File: src/rtl/branch_predictor_if.sv
// rtl/branch_predictor_if.sv - fetch/execute side bundle for the branch predictor
interface branch_predictor_if;
    logic        lookup_en;
    logic [31:0] lookup_pc;
    logic        predicted;
    logic [31:0] predicted_addr;
    logic        upd_valid;
    logic [31:0] upd_pc;
    logic        upd_taken;
    logic [31:0] upd_target;
    logic        upd_predicted;
    logic [31:0] upd_pred_target;
    logic        flush;
    logic [31:0] saved_addr;
    logic [31:0] stat_branches;
    logic [31:0] stat_mispredicts;

    modport master (
        output lookup_en, lookup_pc,
        output upd_valid, upd_pc, upd_taken, upd_target, upd_predicted, upd_pred_target,
        input  predicted, predicted_addr, flush, saved_addr, stat_branches, stat_mispredicts
    );

    modport slave (
        input  lookup_en, lookup_pc,
        input  upd_valid, upd_pc, upd_taken, upd_target, upd_predicted, upd_pred_target,
        output predicted, predicted_addr, flush, saved_addr, stat_branches, stat_mispredicts
    );
endinterface

File: src/rtl/branch_predictor.sv
// rtl/branch_predictor.sv - direct-mapped BTB with 2-bit saturating direction counters
module branch_predictor #(
    parameter int ENTRIES  = 16,
    parameter int IDX_BITS = $clog2(ENTRIES)
) (
    input  logic              clk,
    input  logic              rst_n,
    branch_predictor_if.slave bus
);
    localparam int TAG_BITS = 32 - IDX_BITS - 2;

    logic                valid_q  [ENTRIES];
    logic [1:0]          ctr_q    [ENTRIES];
    logic [TAG_BITS-1:0] tag_q    [ENTRIES];
    logic [31:0]         target_q [ENTRIES];

    logic        flush_q;
    logic [31:0] saved_q;
    logic [31:0] branches_q;
    logic [31:0] mispredicts_q;

    logic [IDX_BITS-1:0] l_idx;
    logic [TAG_BITS-1:0] l_tag;
    logic                l_hit;

    assign l_idx = bus.lookup_pc[IDX_BITS+1:2];
    assign l_tag = bus.lookup_pc[31:IDX_BITS+2];
    assign l_hit = valid_q[l_idx] & (tag_q[l_idx] == l_tag);

    // Lookup reads pre-update table contents; no bypass from the update port.
    assign bus.predicted      = bus.lookup_en & l_hit & ctr_q[l_idx][1];
    assign bus.predicted_addr = l_hit ? target_q[l_idx] : bus.lookup_pc + 32'd4;

    logic [IDX_BITS-1:0] u_idx;
    logic [TAG_BITS-1:0] u_tag;
    logic                u_hit;
    logic                mis;
    logic                ctr_write;
    logic [1:0]          ctr_next;

    assign u_idx = bus.upd_pc[IDX_BITS+1:2];
    assign u_tag = bus.upd_pc[31:IDX_BITS+2];
    assign u_hit = valid_q[u_idx] & (tag_q[u_idx] == u_tag);

    assign mis = bus.upd_valid &
                 ((bus.upd_taken != bus.upd_predicted) |
                  (bus.upd_taken & bus.upd_predicted & (bus.upd_target != bus.upd_pred_target)));

    // A not-taken miss leaves the table alone; a taken miss allocates weakly-taken.
    assign ctr_write = bus.upd_valid & (u_hit | bus.upd_taken);

    always_comb begin
        ctr_next = ctr_q[u_idx];
        if (u_hit) begin
            if (bus.upd_taken) begin
                if (ctr_q[u_idx] != 2'b11) ctr_next = ctr_q[u_idx] + 2'b01;
            end else begin
                if (ctr_q[u_idx] != 2'b00) ctr_next = ctr_q[u_idx] - 2'b01;
            end
        end else begin
            ctr_next = 2'b10;
        end
    end

    always_ff @(posedge clk or negedge rst_n) begin
        if (!rst_n) begin
            for (int i = 0; i < ENTRIES; i++) begin
                valid_q[i] <= 1'b0;
                ctr_q[i]   <= 2'b01;
            end
            flush_q       <= 1'b0;
            saved_q       <= 32'd0;
            branches_q    <= 32'd0;
            mispredicts_q <= 32'd0;
        end else begin
            flush_q <= mis;
            if (bus.upd_valid) begin
                saved_q    <= bus.upd_pc + 32'd4;
                branches_q <= branches_q + 32'd1;
                if (bus.upd_taken) valid_q[u_idx] <= 1'b1;
            end
            if (mis) mispredicts_q <= mispredicts_q + 32'd1;
            if (ctr_write) ctr_q[u_idx] <= ctr_next;
        end
    end

    // Tags and targets are qualified by valid, so they carry no reset.
    always_ff @(posedge clk) begin
        if (bus.upd_valid & bus.upd_taken) begin
            tag_q[u_idx]    <= u_tag;
            target_q[u_idx] <= bus.upd_target;
        end
    end

    assign bus.flush            = flush_q;
    assign bus.saved_addr       = saved_q;
    assign bus.stat_branches    = branches_q;
    assign bus.stat_mispredicts = mispredicts_q;
endmodule

File: src/flat_wrapper.sv
// flat-port wrapper written by rule: the top's interface ports become plain ports
module branch_predictor_flat 
#(
    parameter int ENTRIES  = 16,
    parameter int IDX_BITS = $clog2(ENTRIES)
)
  (clk, rst_n, bus_lookup_en, bus_lookup_pc, bus_upd_valid, bus_upd_pc, bus_upd_taken, bus_upd_target, bus_upd_predicted, bus_upd_pred_target, bus_predicted, bus_predicted_addr, bus_flush, bus_saved_addr, bus_stat_branches, bus_stat_mispredicts);
  branch_predictor_if bus_i ();
  input  logic clk;
  input  logic rst_n;
  input wire logic [$bits(bus_i.lookup_en)-1:0] bus_lookup_en;
  input wire logic [$bits(bus_i.lookup_pc)-1:0] bus_lookup_pc;
  input wire logic [$bits(bus_i.upd_valid)-1:0] bus_upd_valid;
  input wire logic [$bits(bus_i.upd_pc)-1:0] bus_upd_pc;
  input wire logic [$bits(bus_i.upd_taken)-1:0] bus_upd_taken;
  input wire logic [$bits(bus_i.upd_target)-1:0] bus_upd_target;
  input wire logic [$bits(bus_i.upd_predicted)-1:0] bus_upd_predicted;
  input wire logic [$bits(bus_i.upd_pred_target)-1:0] bus_upd_pred_target;
  output wire logic [$bits(bus_i.predicted)-1:0] bus_predicted;
  output wire logic [$bits(bus_i.predicted_addr)-1:0] bus_predicted_addr;
  output wire logic [$bits(bus_i.flush)-1:0] bus_flush;
  output wire logic [$bits(bus_i.saved_addr)-1:0] bus_saved_addr;
  output wire logic [$bits(bus_i.stat_branches)-1:0] bus_stat_branches;
  output wire logic [$bits(bus_i.stat_mispredicts)-1:0] bus_stat_mispredicts;
  assign bus_i.lookup_en = bus_lookup_en;
  assign bus_i.lookup_pc = bus_lookup_pc;
  assign bus_i.upd_valid = bus_upd_valid;
  assign bus_i.upd_pc = bus_upd_pc;
  assign bus_i.upd_taken = bus_upd_taken;
  assign bus_i.upd_target = bus_upd_target;
  assign bus_i.upd_predicted = bus_upd_predicted;
  assign bus_i.upd_pred_target = bus_upd_pred_target;
  assign bus_predicted = bus_i.predicted;
  assign bus_predicted_addr = bus_i.predicted_addr;
  assign bus_flush = bus_i.flush;
  assign bus_saved_addr = bus_i.saved_addr;
  assign bus_stat_branches = bus_i.stat_branches;
  assign bus_stat_mispredicts = bus_i.stat_mispredicts;
  branch_predictor #(.ENTRIES(ENTRIES), .IDX_BITS(IDX_BITS)) u_core (.clk(clk), .rst_n(rst_n), .bus(bus_i));
endmodule
File: config.mk
export PLATFORM = sky130hd
export DESIGN_NAME = branch_predictor_flat
export DESIGN_NICKNAME = d
export VERILOG_FILES = /design/src/rtl/branch_predictor_if.sv /design/src/rtl/branch_predictor.sv /design/src/flat_wrapper.sv
export SDC_FILE = /design/constraint.sdc
export NUM_CORES = 2
export LEC_CHECK = 0
export ABC_AREA = 1
export BUFFER_PORTS_ARGS = -buffer_cell sky130_fd_sc_hd__buf_2
export CAP_MARGIN = 40
export CORE_MARGIN = 2
export CORE_UTILIZATION = 45
export CTS_BUF_LIST = sky130_fd_sc_hd__clkbuf_16
export CTS_CLUSTER_DIAMETER = 120
export DETAILED_ROUTE_END_ITERATION = 8
export PLACE_DENSITY = 0.62
export SETUP_SLACK_MARGIN = 0.05
export SYNTH_ARGS = -nofsm -noshare
export SYNTH_HDL_FRONTEND = slang
export SYNTH_SLANG_ARGS = --single-unit
File: constraint.sdc
create_clock -name clk -period 2 [get_ports clk]
set_input_delay 0 -clock clk [delete_from_list [all_inputs] [get_ports clk]]
set_output_delay 0 -clock clk [all_outputs]
set_load 0.02 [all_outputs]
Yosys cells after proc, flatten, opt, wreduce, memory -nomap -nowiden
Memory sizes are Yosys's and may differ from the RTL's.
Index checks and enable logic that the tools add are counted.

word-level totals
  RAM bits = 928
  input port bits = 134
  register bits = 145
  output and inout bits = 130
  word-level logic and storage cells = 93
  memories kept = 2

memory list
  name             words  bits a word  rd ports  clocked after memory_dff  wr ports  line                    source
  u_core.target_q  16     32           1         0                         1         branch_predictor.sv:15  logic [31:0] target_q [ENTRIES];
  u_core.tag_q     16     26           2         0                         1         branch_predictor.sv:14  logic [TAG_BITS-1:0] tag_q [ENTRIES];

cells by class
  equal/unequal tests = 5
  bitwise logic cells = 14
  muxes and demuxes = 24
  $lt $le $gt $ge = 3
  $add $sub $neg = 6
  reductions and logical operators = 3

operator list
  cell                                                         number
  adder 32 x 1 -> 32 bit (second input constant)               2
  adder 32 x 3 -> 32 bit (second input constant)               2
  == test 26 bit                                               2
  bitwise mux 32 bit                                           1
  two-way mux 32 bit                                           1
  inequality test 32 bit                                       1
  two-way mux 2 bit                                            9
  binary-select mux 2 bit (select 4 bit)                       2
  bitwise OR 16 bit                                            1
  greater-or-equal comparator 5 bit (second input constant)    2
  inverter 4 -> 5 bit                                          2
  AND 1 bit                                                    9
  binary-select mux 1 bit (select 4 bit)                       2
  demux 2 bit (select 4 bit)                                   1
  two-way mux 1 bit                                            7
  less-than comparator 5 x 1 -> 1 bit (second input constant)  1
  demux 1 bit (select 4 bit)                                   1
  adder 2 x 1 -> 2 bit (second input constant)                 1
  inequality test 2 bit (second input constant)                1
  bitwise OR 1 bit                                             2
  AND reduction 2 bit                                          1
  nonzero test 2 bit                                           1
  subtractor 2 x 1 -> 2 bit (second input constant)            1
  logical AND 1 bit                                            1
  inequality test 1 bit                                        1

Logic depth before layout (Yosys ltp)
  depth in word-level cells = 9
  gate-level depth with buffers = 23
  gate-level depth less buffers = 19

Worst setup path before layout
OpenSTA, ideal clock, no wires.

  path kind = input -> register
  from = input bus_upd_pc[2]
  to = register u_core.valid_q[3] (netlist bit)
  path buffers = 4
  required time = 1.911 ns
  setup time = 0.089 ns
  stages on the path = 9
  arrival = 5.303 ns
  path slack = -3.393 ns
  cells stage by stage = buf_6 > inv_4 > buf_6 > buf_6 > buf_4 > ha_1 > inv_1 > nor3_1 > or2_2

on the way
  longest elaborated chain between the ends = 6
  elaborated cells between the ends (all ways) = 7
  classes of those cells = 2 x order compare; 2 x mux; 2 x bitwise; 1 x reduce/logical

ends and longest elaborated chain
  what                                                                                                            line                    source
  start: declaration                                                                                              flat_wrapper.sv:14      input wire logic [$bits(bus_i.upd_pc)-1:0] bus_upd_pc;
  inverter 4 -> 5 bit (not written as such) *                                                                     branch_predictor.sv:80  if (bus.upd_taken) valid_q[u_idx] <= 1'b1;
  greater-or-equal comparator 5 bit (not written as such) or less-than comparator 5 x 1 -> 1 bit (tied branches)  branch_predictor.sv:80
  logical AND 1 bit (not written as such)                                                                         branch_predictor.sv:80
  two-way mux 1 bit (not written as such)                                                                         branch_predictor.sv:80
  demux 1 bit (select 4 bit) *                                                                                    branch_predictor.sv:80
  bitwise OR 16 bit (no line) *                                                                                   --
  end signal: indexed assignment                                                                                  branch_predictor.sv:68  valid_q[i] <= 1'b0;
  end signal: indexed assignment                                                                                  branch_predictor.sv:80
  end: declaration                                                                                                branch_predictor.sv:12  logic valid_q [ENTRIES];

Mark *: on every way between the ends. The rest lies on a longest branch, timed or not.
A chain may end at the register's enable or synchronous reset.

==> impl_metrics.py <==
metrics = {
    "status": {
        "status": "finished with violations",
        "violations": "negative setup slack",
    },
    "logic_synthesis": {
        "ys_ff_latch": 1073,
        "seq_area_frac_synth": 0.614,
        "synth_warnings": 0,
        "netlist_instances": 5400,
        "syn_area_mm2": 0.0514,
        "synth_top_area_frac": 0.543,
        "ys_dominant_reg_cell": "edfxtp_1",
        "synth_area_leaders": "edfxtp_1, nand2_1, dfrtp_1",
        "synthArstFlopShare": 0.135,
        "synth_edf_count": 928,
        "synth_nets": 5542,
        "yosysUniqueCellTypes": 44,
        "synth_area_leader_cell": "edfxtp_1",
        "syn_area_per_cell_um2": 9.51,
    },
    "timing": {
        "hold_ws_ps": 10.5,
        "skew_ps": 60.7,
        "max_slew_margin": 0.431,
        "rsz0062_at_grt": "true",
        "tightest_slew_ps": 853,
        "worst_slack_ps": -1220,
        "drv_slew": 0,
        "setup_viol": 65,
        "timing.fmax_mhz": 310,
        "min_period_ps": 3220,
        "fin_crit_sh": 1.61,
        "final_hold_viol_count": 0,
    },
    "power": {
        "vdd_drop_max_v": 0.000757,
        "power_leakage_uw": 0.0267,
        "power_per_cell_area_mw_per_mm2": 826,
    },
    "flow_run": {
        "cap_violations": 0,
    },
    "worst_setup_path": {
        "critPathMaxStageDelay_ps": 390,
        "r2r_cells": 18,
        "end_kind": "primary output",
        "cp_common_cell": "nand2_1",
        "cpMaxStageDelayCell": "edfxtp_1",
        "start_kind": "register",
        "arrival_ps": 3220,
        "crit_fanout": 7,
        "r2r-start": "u_core.tag_q[6][22]",
        "crit_type": "register to primary output",
        "worstReg2RegEnd": "u_core.ctr_q[17]",
        "r2r_slack_ps": -430,
        "required_ps": 2000,
        "cp_cell_sequence": "nor2_1, nor2_1, o21ai_0, nand2_1, nand2_1, nand2_1, inv_1, nand2_2, nand2_1, nand2_1, a21oi_2, nand2_1, nor2_2, nand2_2, nor2_4, buf_12, clkbuf_16, nor2_2, nor2_1, buf_4",
    },
    "routing": {
        "firstDrtPassIters": 6,
        "vias_per_cell": 5.65,
        "wl_per_cell_um": 23.7,
        "drt_iter0_drc": 5401,
        "routed_wl_mm": 184,
        "drc": 0,
        "num_vias": 43807,
        "ant_nets": 0,
    },
    "finish": {
        "fillers": 9467,
        "area_delta_synth_final_pct": 27.8,
        "seqCellArea_mm2": 0.0315,
        "multi_input_area_mm2": 0.0179,
        "final_cells": 7754,
        "drive_gt1_frac": 0.218,
        "nets": 6297,
    },
    "grt": {
        "grt_max_degree": 135,
        "antenna_found_initial": 6,
        "grt_pass1_vias": 41162,
        "top_usage_layer": "met2",
        "grtUsageMet2": 0.488,
        "grt.met3_usage": 0.0510,
        "grt_pass1_wl_mm": 267,
        "grt_util_all_layers": 0.308,
        "grt_overflow": 0,
        "use_met1": 0.419,
    },
    "clock_tree": {
        "cts_tree": "built",
        "cts_buffer_depth": 3,
        "htree_levels": 3,
        "clock_latency_ps": 740,
        "root_buffer": "clkbuf_16",
        "cts_buffers": 115,
        "clkSinkCount": 1073,
        "clk_pin_slew_worst_paths_ps": 60,
    },
    "die": {
        "initial_core_util": 0.455,
        "die_area_mm2": 0.117,
        "core_region_area_mm2": 0.113,
        "ios": 264,
        "die_h_um": 342,
        "rows": 123,
        "die_w_um": 342,
    },
    "placed_design": {
        "gp_congestion": 0.965,
        "dp_hpwl_mm": 123,
        "portBuffers": 263,
        "dp_cells": 7431,
    },
    "min_path": {
        "hp-class": "input pin to register",
        "hold_path_end": "u_core.ctr_q[24]",
        "hold_depth": 5,
        "min-delay-start": "bus_upd_pc[5]",
    },
}
## per-stage QoR
stage / util / worst slack, ps / area (um^2) / total power (uW) / setup TNS (ps)
floorplan: - / -588 / 51700 / 29200 / -190760
global placement: 0.528 / -835 / 59500 / 32600 / -118460
detailed placement: 0.528 / -754 / 59500 / 32600 / -118070
CTS: 0.575 / -1090 / 64900 / 54100 / -48200
global route: 0.582 / -1400 / 65600 / 55900 / -60770
finish: 0.582 / -1220 / 65600 / 54200 / -50710
## layer usage
layer / wire (um) / vias to the layer above / part of all wire
met1: 71900 / 21041 / 0.39
met3: 18000 / 453 / 0.098
met2: 84900 / 2391 / 0.46
li1: - / 19918 / -
met4: 9140 / 4 / 0.050
met5: 26 / - / 0.00014
## how the worst max path moves through the flow
| stage | cells after the start | startpoint | to | slack (ps) |
|---|---|---|---|---|
| after global placement | 16 | bus_lookup_pc[2] | bus_predicted_addr[26] | -840 |
| after detailed placement | 16 | bus_lookup_pc[2] | bus_predicted_addr[26] | -750 |
| final | 20 | u_core.tag_q[14][25] | bus_predicted_addr[17] | -1220 |
| after global routing | 20 | u_core.tag_q[9][7] | bus_predicted_addr[4] | -1400 |
| after floorplan | 8 | bus_upd_pc[2] | u_core.tag_q[12][0] | -590 |
| after CTS | 18 | u_core.tag_q[14][7] | bus_predicted_addr[2] | -1090 |
## state kept, by name, indices dropped and copies added, names as in the netlist
name and flops:
u_core.bus.flush 1, u_core.bus.saved_addr 32, u_core.bus.stat_branches 32, u_core.bus.stat_mispredicts 32, u_core.ctr_q 32, u_core.tag_q 416, u_core.target_q 512, u_core.valid_q 16
## power by group
group,switching (uW),leakage [uW],internal [uW]
registers,433,0.0101,24900
clock network,9270,0.00194,12100
logic,4800,0.0147,2690
total,14500,0.0267,39700
## final cells by class
class / instances / area share
Inverter: 436 / 0.0257
Multi-Input combinational cell: 3581 / 0.273
Antenna cell: 2 / 0.0000762
Clock buffer: 116 / 0.0442
Tap cell: 1500 / 0.0286
Timing Repair Buffer: 948 / 0.135
Sequential cell: 1073 / 0.480
Clock inverter: 98 / 0.0133
## Yosys cell counts (2+ instances only)
master and number:
nand2_1 1320, edfxtp_1 928, nor2_1 661, o21ai_0 603, inv_1 428, nand3_1 279
a21oi_1 194, clkbuf_1 142, dfrtp_1 129, buf_2 110, xor2_1 82, o22ai_1 81
o211ai_1 66, xnor2_1 60, o221ai_1 51, nor3_1 41, nand4_1 34, o21ai_1 33
buf_1 25, buf_4 20, dfstp_2 16, o2111ai_1 16, nor4_1 14, buf_6 13
ha_1 8, or2_2 7, inv_2 6, nor3_2 5, a31oi_1 3, nand2_2 3
nor2_2 3, nor4_2 3, inv_4 2, nand3b_1 2, nor2_4 2, nor4b_1 2
## critical path, delay by kind of cell (launching register included)
kind / cells / cell delay, ps
compound gates: 2 / 190
buf+inv: 4 / 540
simple gates: 14 / 1420
flops: 1 / 390
## layout by cell type (no fill, tap or decap), types with 80 or more instances in the layout
| master | n |
|---|---|
| nand2_1 | 1204 |
| o22ai_1 | 81 |
| a21oi_1 | 190 |
| nand2_2 | 90 |
| nand3_1 | 255 |
| edfxtp_1 | 928 |
| xor2_1 | 80 |
| dfrtp_1 | 129 |
| buf_12 | 140 |
| inv_1 | 420 |
| o21ai_0 | 583 |
| nor2_1 | 596 |
| buf_4 | 458 |
| buf_2 | 224 |
| clkbuf_16 | 120 |
## kinds of logic (layout without fill, tap and decap cells)
kind of cell / after synthesis / count (layout) / synth area share
compound gates: 1051 / 1051 / 0.113
xor+xnor: 142 / 142 / 0.0242
fa+ha+maj: 8 / 8 / 0.00195
buf+inv: 746 / 1598 / 0.0607
flops: 1073 / 1073 / 0.614
mux: 1 / 1 / 0.000195
other cells: 0 / 2 / 0
simple gates: 2379 / 2379 / 0.187
## repair_timing
action / 4_1_cts / 5_1_grt
cloned: 5 / 4
gates resized for setup: 182 / 201
pin swaps: 41 / 91
hold buffers: 75 / 0
setup endpoints to repair: 70 / 468
endpoints found under the hold margin: 1148 / 0
setup buffers: 18 / 14
Note: power is estimated with default switching activity, not from simulation.
